--- src/rtl/seq_rshift.sv ---
// seq_rshift: multi-cycle right shifter, at most STEP bit positions per cycle.
// Fill modes: zero, ones, arithmetic and rotate; valid/ready on both sides.
module seq_rshift #(
   parameter int WIDTH = 64,
   parameter int STEP  = 8
) (
   input  logic                       clk,
   input  logic                       rst,
   input  logic                       in_valid,
   output logic                       in_ready,
   input  logic [WIDTH-1:0]           in_data,
   input  logic [$clog2(WIDTH):0]     in_amt,
   input  logic [1:0]                 in_mode,
   output logic                       out_valid,
   input  logic                       out_ready,
   output logic [WIDTH-1:0]           out_data
);

   localparam int AW = $clog2(WIDTH) + 1;
   localparam int LW = $clog2(WIDTH);
   localparam logic [AW-1:0] STEP_W  = AW'(STEP);
   localparam logic [AW-1:0] WIDTH_W = AW'(WIDTH);

   typedef enum logic [1:0] {
      IDLE  = 2'd0,
      SHIFT = 2'd1,
      DONE  = 2'd2
   } state_t;

   state_t state, state_n;

   logic [WIDTH-1:0] work;
   logic [AW-1:0]    rem;
   logic             fill;
   logic             rot;

   logic             accept;
   logic [AW-1:0]    rem_init;
   logic             fill_init;
   logic [AW-1:0]    k;
   logic [AW-1:0]    rem_nx;
   logic [WIDTH-1:0] shifted;

   assign accept   = in_valid && in_ready;
   assign out_data = work;

   // Initial count and fill bit derived from the request being offered.
   always_comb begin
      rem_init  = '0;
      fill_init = 1'b0;
      if (in_mode == 2'b11) begin
         rem_init = {1'b0, in_amt[LW-1:0]};
      end else if (in_amt > WIDTH_W) begin
         rem_init = WIDTH_W;
      end else begin
         rem_init = in_amt;
      end
      unique case (in_mode)
         2'b01:   fill_init = 1'b1;
         2'b10:   fill_init = in_data[WIDTH-1];
         default: fill_init = 1'b0;
      endcase
   end

   // One shift step: move by min(rem, STEP), feeding fill or wrapped bits.
   always_comb begin
      k       = (rem > STEP_W) ? STEP_W : rem;
      rem_nx  = rem - k;
      shifted = '0;
      if (rot) begin
         shifted = WIDTH'({work, work} >> k);
      end else begin
         shifted = WIDTH'({{WIDTH{fill}}, work} >> k);
      end
   end

   // State register.
   always_ff @(posedge clk or posedge rst) begin
      if (rst) begin
         state <= IDLE;
      end else begin
         state <= state_n;
      end
   end

   // Next-state and handshake outputs.
   always_comb begin
      state_n   = state;
      in_ready  = 1'b0;
      out_valid = 1'b0;
      unique case (state)
         IDLE: begin
            in_ready = 1'b1;
            if (in_valid) begin
               state_n = (rem_init == '0) ? DONE : SHIFT;
            end
         end
         SHIFT: begin
            if (rem_nx == '0) begin
               state_n = DONE;
            end
         end
         DONE: begin
            out_valid = 1'b1;
            if (out_ready) begin
               state_n = IDLE;
            end
         end
         default: state_n = IDLE;
      endcase
   end

   // Datapath: capture on acceptance, then shift while in SHIFT.
   always_ff @(posedge clk or posedge rst) begin
      if (rst) begin
         work <= '0;
         rem  <= '0;
         fill <= 1'b0;
         rot  <= 1'b0;
      end else if (accept) begin
         work <= in_data;
         rem  <= rem_init;
         fill <= fill_init;
         rot  <= (in_mode == 2'b11);
      end else if (state == SHIFT) begin
         work <= shifted;
         rem  <= rem_nx;
      end
   end

endmodule
--- config.mk ---
export PLATFORM = sky130hd
export DESIGN_NAME = seq_rshift
export DESIGN_NICKNAME = d
export VERILOG_FILES = /design/src/rtl/seq_rshift.sv
export SDC_FILE = /design/constraint.sdc
export NUM_CORES = 1
export LEC_CHECK = 0
export ABC_AREA = 0
export BUFFER_PORTS_ARGS = -buffer_cell sky130_fd_sc_hd__buf_2
export CORE_ASPECT_RATIO = 0.8
export CORE_MARGIN = 2
export CORE_UTILIZATION = 30
export DETAILED_ROUTE_END_ITERATION = 7
export PLACE_DENSITY = 0.51
export SLEW_MARGIN = 20
export SYNTH_ARGS = -nofsm -noshare
export SYNTH_HDL_FRONTEND = slang
export SYNTH_SLANG_ARGS = --single-unit
--- constraint.sdc ---
create_clock -name clk -period 4.14 [get_ports clk]
set_input_delay 1.242 -clock clk [delete_from_list [all_inputs] [get_ports clk]]
set_output_delay 1.242 -clock clk [all_outputs]
set_load 0.01 [all_outputs]
# After elaboration in Yosys (flattened, before gate mapping)
# Cells that the tools add are included.
[word_totals]
out_inout_bits = 66
input_bits = 77
register_bits = 75
word_cells = 40
[classes]
addsub = 1
reduce_logical = 6
n_lt_le_gt_ge = 2
shifts = 2
n_eq_ne = 8
mux = 16
[op_table]
columns = ["cell", "count"]
rows = [
  [">> shifter 128 x 7 -> 64 bit", 2],
  ["2-to-1 mux 64 bit", 3],
  ["2-to-1 mux 7 bit", 5],
  ["zero test 7 bit", 2],
  ["2-to-1 mux 2 bit", 4],
  ["> comparator 7 x 4 -> 1 bit (second input constant)", 1],
  ["> comparator 7 bit (second input constant)", 1],
  ["subtractor 7 bit", 1],
  ["== test 2 bit (second input constant)", 3],
  ["inequality test 2 bit (second input constant)", 3],
  ["case mux 2 bit (3 select lines)", 1],
  ["== test 2 x 1 -> 1 bit (second input constant)", 2],
  ["AND reduction 3 bit", 1],
  ["zero test 2 bit", 1],
  ["2-to-1 mux 1 bit", 2],
  ["case mux 1 bit (2 select lines)", 1],
  ["nonzero test 2 bit", 1],
  ["logical AND 1 bit", 1],
]

# Depth between registers and ports, before layout
[logic_depth]
ltp_word = 7
depth_mapped = 13
ltp_nobuf = 8

# Least setup slack after synthesis
# Ideal clock, no wire load.
[synth_path]
path_type = "input port to flip-flop"
start = "input port in_valid"
end = "register work[62], in the netlist out_data[62]"
setup_slack_ns = 1.401
required_ns = 4.014
n_path_buf = 2
arrival_ns = 2.613
setup_time_ns = 0.126
path_stages = 6
cell_sequence = "or3b_2 buf_2 nand3_1 clkbuf_1 nor4_1 o32a_1"
[synth_between]
elab_chain_cells = 2
elab_cells_between_ends = 3
cone_classes = "1 x mux; 2 x reduce/logical"
[synth_rtl]
columns = ["item", "line", "rtl"]
rows = [
  ["start, declared", "9", "input logic in_valid,"],
  ["logical AND 1 bit (*)", "44", "assign accept = in_valid && in_ready;"],
  ["2-to-1 mux 64 bit / nonzero test 2 bit (equally long branches)", "--", ""],
  ["end signal, assigned", "121", "work <= in_data;"],
  ["end signal, assigned", "126", "work <= shifted;"],
  ["end, declared", "32", "logic [WIDTH-1:0] work;"],
]
# Every way passes the cells marked *; elsewhere a longest branch is shown, timed or not.
# A chain may end at the register's enable or synchronous reset.

# Worst setup path after layout
[layout_path]
start = "register rem[3]"
end = "register work[45], in the netlist out_data[45]"
[layout_between]
elab_chain_cells = 6
elab_cells_between_ends = 7
cone_classes = "1 x order compare; 2 x shift; 4 x mux"
[layout_rtl]
columns = ["item", "line", "rtl"]
rows = [
  ["start, declared", "33", "logic [AW-1:0] rem;"],
  ["start signal, assigned", "122", "rem <= rem_init;"],
  ["start signal, assigned", "127", "rem <= rem_nx;"],
  ["> comparator 7 x 4 -> 1 bit", "67", "k = (rem > STEP_W) ? STEP_W : rem;"],
  ["2-to-1 mux 7 bit (*)", "67", ""],
  [">> shifter 128 x 7 -> 64 bit, on equally long branches", "73, 71", ""],
  ["2-to-1 mux 64 bit (*)", "70", "if (rot) begin"],
  ["2-to-1 mux 64 bit (*)", "125", "end else if (state == SHIFT) begin"],
  ["2-to-1 mux 64 bit (*)", "120", "end else if (accept) begin"],
]
# Every way passes the cells marked *; elsewhere a longest branch is shown, timed or not. The select of a mux whose other input is x is not followed.

==> results.sh <==
export IMPL_status="complete, no violations"
export IMPL_final_hold_viol_count=0
export IMPL_wl_per_cell_microns=25.35
export IMPL_synth_seq_area_share_pct=24.87
export IMPL_grt_use_met2_pct=36.19
export IMPL_grt_max_degree=92
export IMPL_slew_headroom_pct=23.25
export IMPL_power_share_switching_pct=56.67
export IMPL_grt_pass1_vias=8278
export IMPL_critical_path_endpoint_type="flop"
export IMPL_rows=51
export IMPL_cts_buffers=9
export IMPL_grt_antenna_before_repair=1
export IMPL_yosysWarnings=0
export IMPL_avgSynthCellArea_sq_um=7.540
export IMPL_tightest_slew_ns=1.145
export IMPL_whs_ns=0.6304
export IMPL_max_cap_violations=0
export IMPL_path_cells="or4_4, nor3_2, nand2_1, o221ai_1"
export IMPL_synth_seq_cells=75
export IMPL_gp_congestion=0.9601
export IMPL_powerDensity_mw_per_mm2=999.3
export IMPL_power_mw=8.736
export IMPL_fin_crit_sh_pct=76.93
export IMPL_drive_gt1_share_pct=21.76
export IMPL_yosysTopAreaCellShare_pct=24.87
export IMPL_crit_type="reg2reg"
export IMPL_synthTopCellsByArea="dfrtp_1 25%, a21oi_1 8.9%, mux2i_1 5.2%, nor2_1 4.9%, o21ai_0 3.6%"
export IMPL_grt_first_pass_wirelength_mm=53.68
export IMPL_synth_edff_count=0
export IMPL_dieWidth_microns=181.3
export IMPL_synth_top_area_cell="dfrtp_1"
export IMPL_finalSetupViolCount=0
export IMPL_area_growth_pct=15.83
export IMPL_p_leak_nw=3.503
export IMPL_cts_tree="done"
export IMPL_core_sq_mm=0.02450
export IMPL_synth_cell_types=81
export IMPL_root_buffer="clkbuf_16"
export IMPL_die_area_sq_mm=0.02645
export IMPL_critPathLaunchType="flop"
export IMPL_clock_latency_ns=0.36
export IMPL_clk_pin_slew_worst_paths_ns=0.07
export IMPL_drt_iter0_drc=1219
export IMPL_finalNetCount=1166
export IMPL_p_sw_mw=4.951
export IMPL_dp_hpwl_mm=24.81
export IMPL_combPwrFrac_pct=65.2
export IMPL_grt_total_usage_pct=26.40
export IMPL_antenna_cells=0
export IMPL_synthFlopType="dfrtp_1"
export IMPL_p_int_mw=3.785
export IMPL_drc=0
export IMPL_drt_antenna_violating_nets=0
export IMPL_ios=143
export IMPL_synth_nets=1083
export IMPL_critPathMaxStageDelay_ns=0.98
export IMPL_final_cells=1407
export IMPL_overflow=0
export IMPL_initial_utilization_pct=30.80
export IMPL_die_y_microns=145.9
export IMPL_drt_pre_antenna_iters=6
export IMPL_use_met3_pct=7.608
export IMPL_async_flop_share_pct=100.0
export IMPL_port_buffers=142
export IMPL_reg2reg_slack_ns=0.96
export IMPL_routed_wl_mm=35.66
export IMPL_cp_slowest_cell="nor3_2"
export IMPL_syn_instance_count=1001
export IMPL_top_usage_layer="met1"
export IMPL_dp_cells=1391
export IMPL_clock_sinks=75
export IMPL_cts_hold_buffers=0
export IMPL_via_count=8947
export IMPL_fin_tns_setup_ns=0
export IMPL_fmax_mhz=314.0
export IMPL_cp_required_ns=4.40
export IMPL_vdd_ir_drop_max_v=0.0003587
export IMPL_crit_arrival_ns=3.45
export IMPL_place_ws_ns=0.7191
export IMPL_clockPowerShare_pct=9.7
export IMPL_slew_violations=0
export IMPL_syn_area_sq_mm=0.007547
export IMPL_min_path_type="reg2reg"
export IMPL_setup_ws_ns=0.9550
export IMPL_vias_per_cell=6.359
export IMPL_clock_skew_ns=0.009178
export IMPL_post_cts_setup_buffer_count=0
export IMPL_crit_fanout=51
export IMPL_grt_use_met1_pct=39.47
export IMPL_p_seq_share_pct=25.1
export IMPL_ctsResizeCount=0
export IMPL_period_needed_ns=3.185
export IMPL_h_tree_depth=3
export IMPL_grt_setup_unrepaired="false"
export IMPL_clockBufferDepth=2
## per-layer routing
layer	routed length, microns	vias up	part of all wire [%]
met5	0	-	0
met4	969	0	2.7
met3	4284	64	12
met2	14490	584	41
met1	15920	4310	45
li1	-	3989	-
## power groups by stage
stage          Combinational, mW  Clock (mW)  Sequential (mW)
5_1_grt                     6.16       0.882             2.23
6_report                    5.70       0.848             2.19
3_5_place_dp                5.55           0             2.15
3_3_place_gp                5.56           0             2.16
2_1_floorplan               3.97           0             1.74
4_1_cts                     5.58       0.854             2.14
## worst max-delay path: cells and delay by family, from the launching register on
family          cells  cell delay [ns]
compound gates      1             0.28
flops               1             0.50
simple gates        3             2.26
## synth_stat cells (19+ instances only)
cell type	instances
nor3_1	31
a21oi_1	134
nand2_1	73
inv_1	33
o21ai_0	55
dfrtp_1	75
nor2_1	98
a31oi_1	24
buf_2	26
a2bb2oi_1	19
mux2i_1	39
clkbuf_1	52
o22ai_1	28
## flip-flops by register name, indices dropped and copies added, names as in the netlist
register  flops
out_data     64
rem           7
state         2
fill          1
rot           1
## cells in the final DEF (no fill, tap or decap), types with 9 or more instances in the layout
| master | count |
|---|---|
| a211oi_1 | 18 |
| buf_2 | 142 |
| o22ai_1 | 28 |
| nor2_1 | 98 |
| nand2_1 | 73 |
| o21ai_0 | 55 |
| o211ai_1 | 18 |
| buf_4 | 34 |
| dfrtp_1 | 73 |
| nor2b_1 | 15 |
| clkbuf_16 | 9 |
| a311oi_1 | 10 |
| mux2i_1 | 39 |
| a22oi_1 | 9 |
| a2bb2oi_1 | 19 |
| mux2_2 | 13 |
| a221oi_1 | 12 |
| nor3_1 | 31 |
| nand3_1 | 15 |
| inv_1 | 32 |
| o221ai_1 | 13 |
| nand2b_1 | 11 |
| a21oi_1 | 134 |
| a31oi_1 | 24 |
## path summary, 6_finish.rpt
check,to,cells past startpoint,start
worst max register to register,out_data[45]$_DFFE_PP0P_,4,rem[3]$_DFFE_PP0P_
min in group asynchronous,rem[3]$_DFFE_PP0P_,2,rst
worst min-delay path,out_data[41]$_DFFE_PP0P_,1,out_data[41]$_DFFE_PP0P_
max in group asynchronous,out_data[47]$_DFFE_PP0P_,3,rst
worst min register to register,out_data[41]$_DFFE_PP0P_,1,out_data[41]$_DFFE_PP0P_
worst max-delay path,out_data[45]$_DFFE_PP0P_,4,rem[3]$_DFFE_PP0P_
## metrics by stage
stage | utilization (%) | area (sq um)
final | 35.68 | 8742
after global routing | 35.68 | 8742
after CTS | 35.68 | 8742
after detailed placement | 34.46 | 8443
after global placement | 34.46 | 8443
after floorplan | - | 7547
## area by class of cell
class                   count  area (sq um)
clock inverters             2         35.03
repair buffers            177         985.9
clock buffers              14         264.0
well taps                 318         397.9
multi-input cells         788          5052
flip-flops and latches     75          1882
fillers                  2632         15760
inverters                  33         125.1
## cells by family after synthesis
logic type / after synthesis / share of synthesized area, %
compound gates: 438 / 39.36
simple gates: 287 / 18.34
buf+inv: 138 / 8.388
flops: 75 / 24.87
mux: 55 / 8.007
fa+ha+maj: 5 / 0.8289
other cells: 2 / 0.09951
xor+xnor: 1 / 0.1161
(Power assumes the default switching activity.)
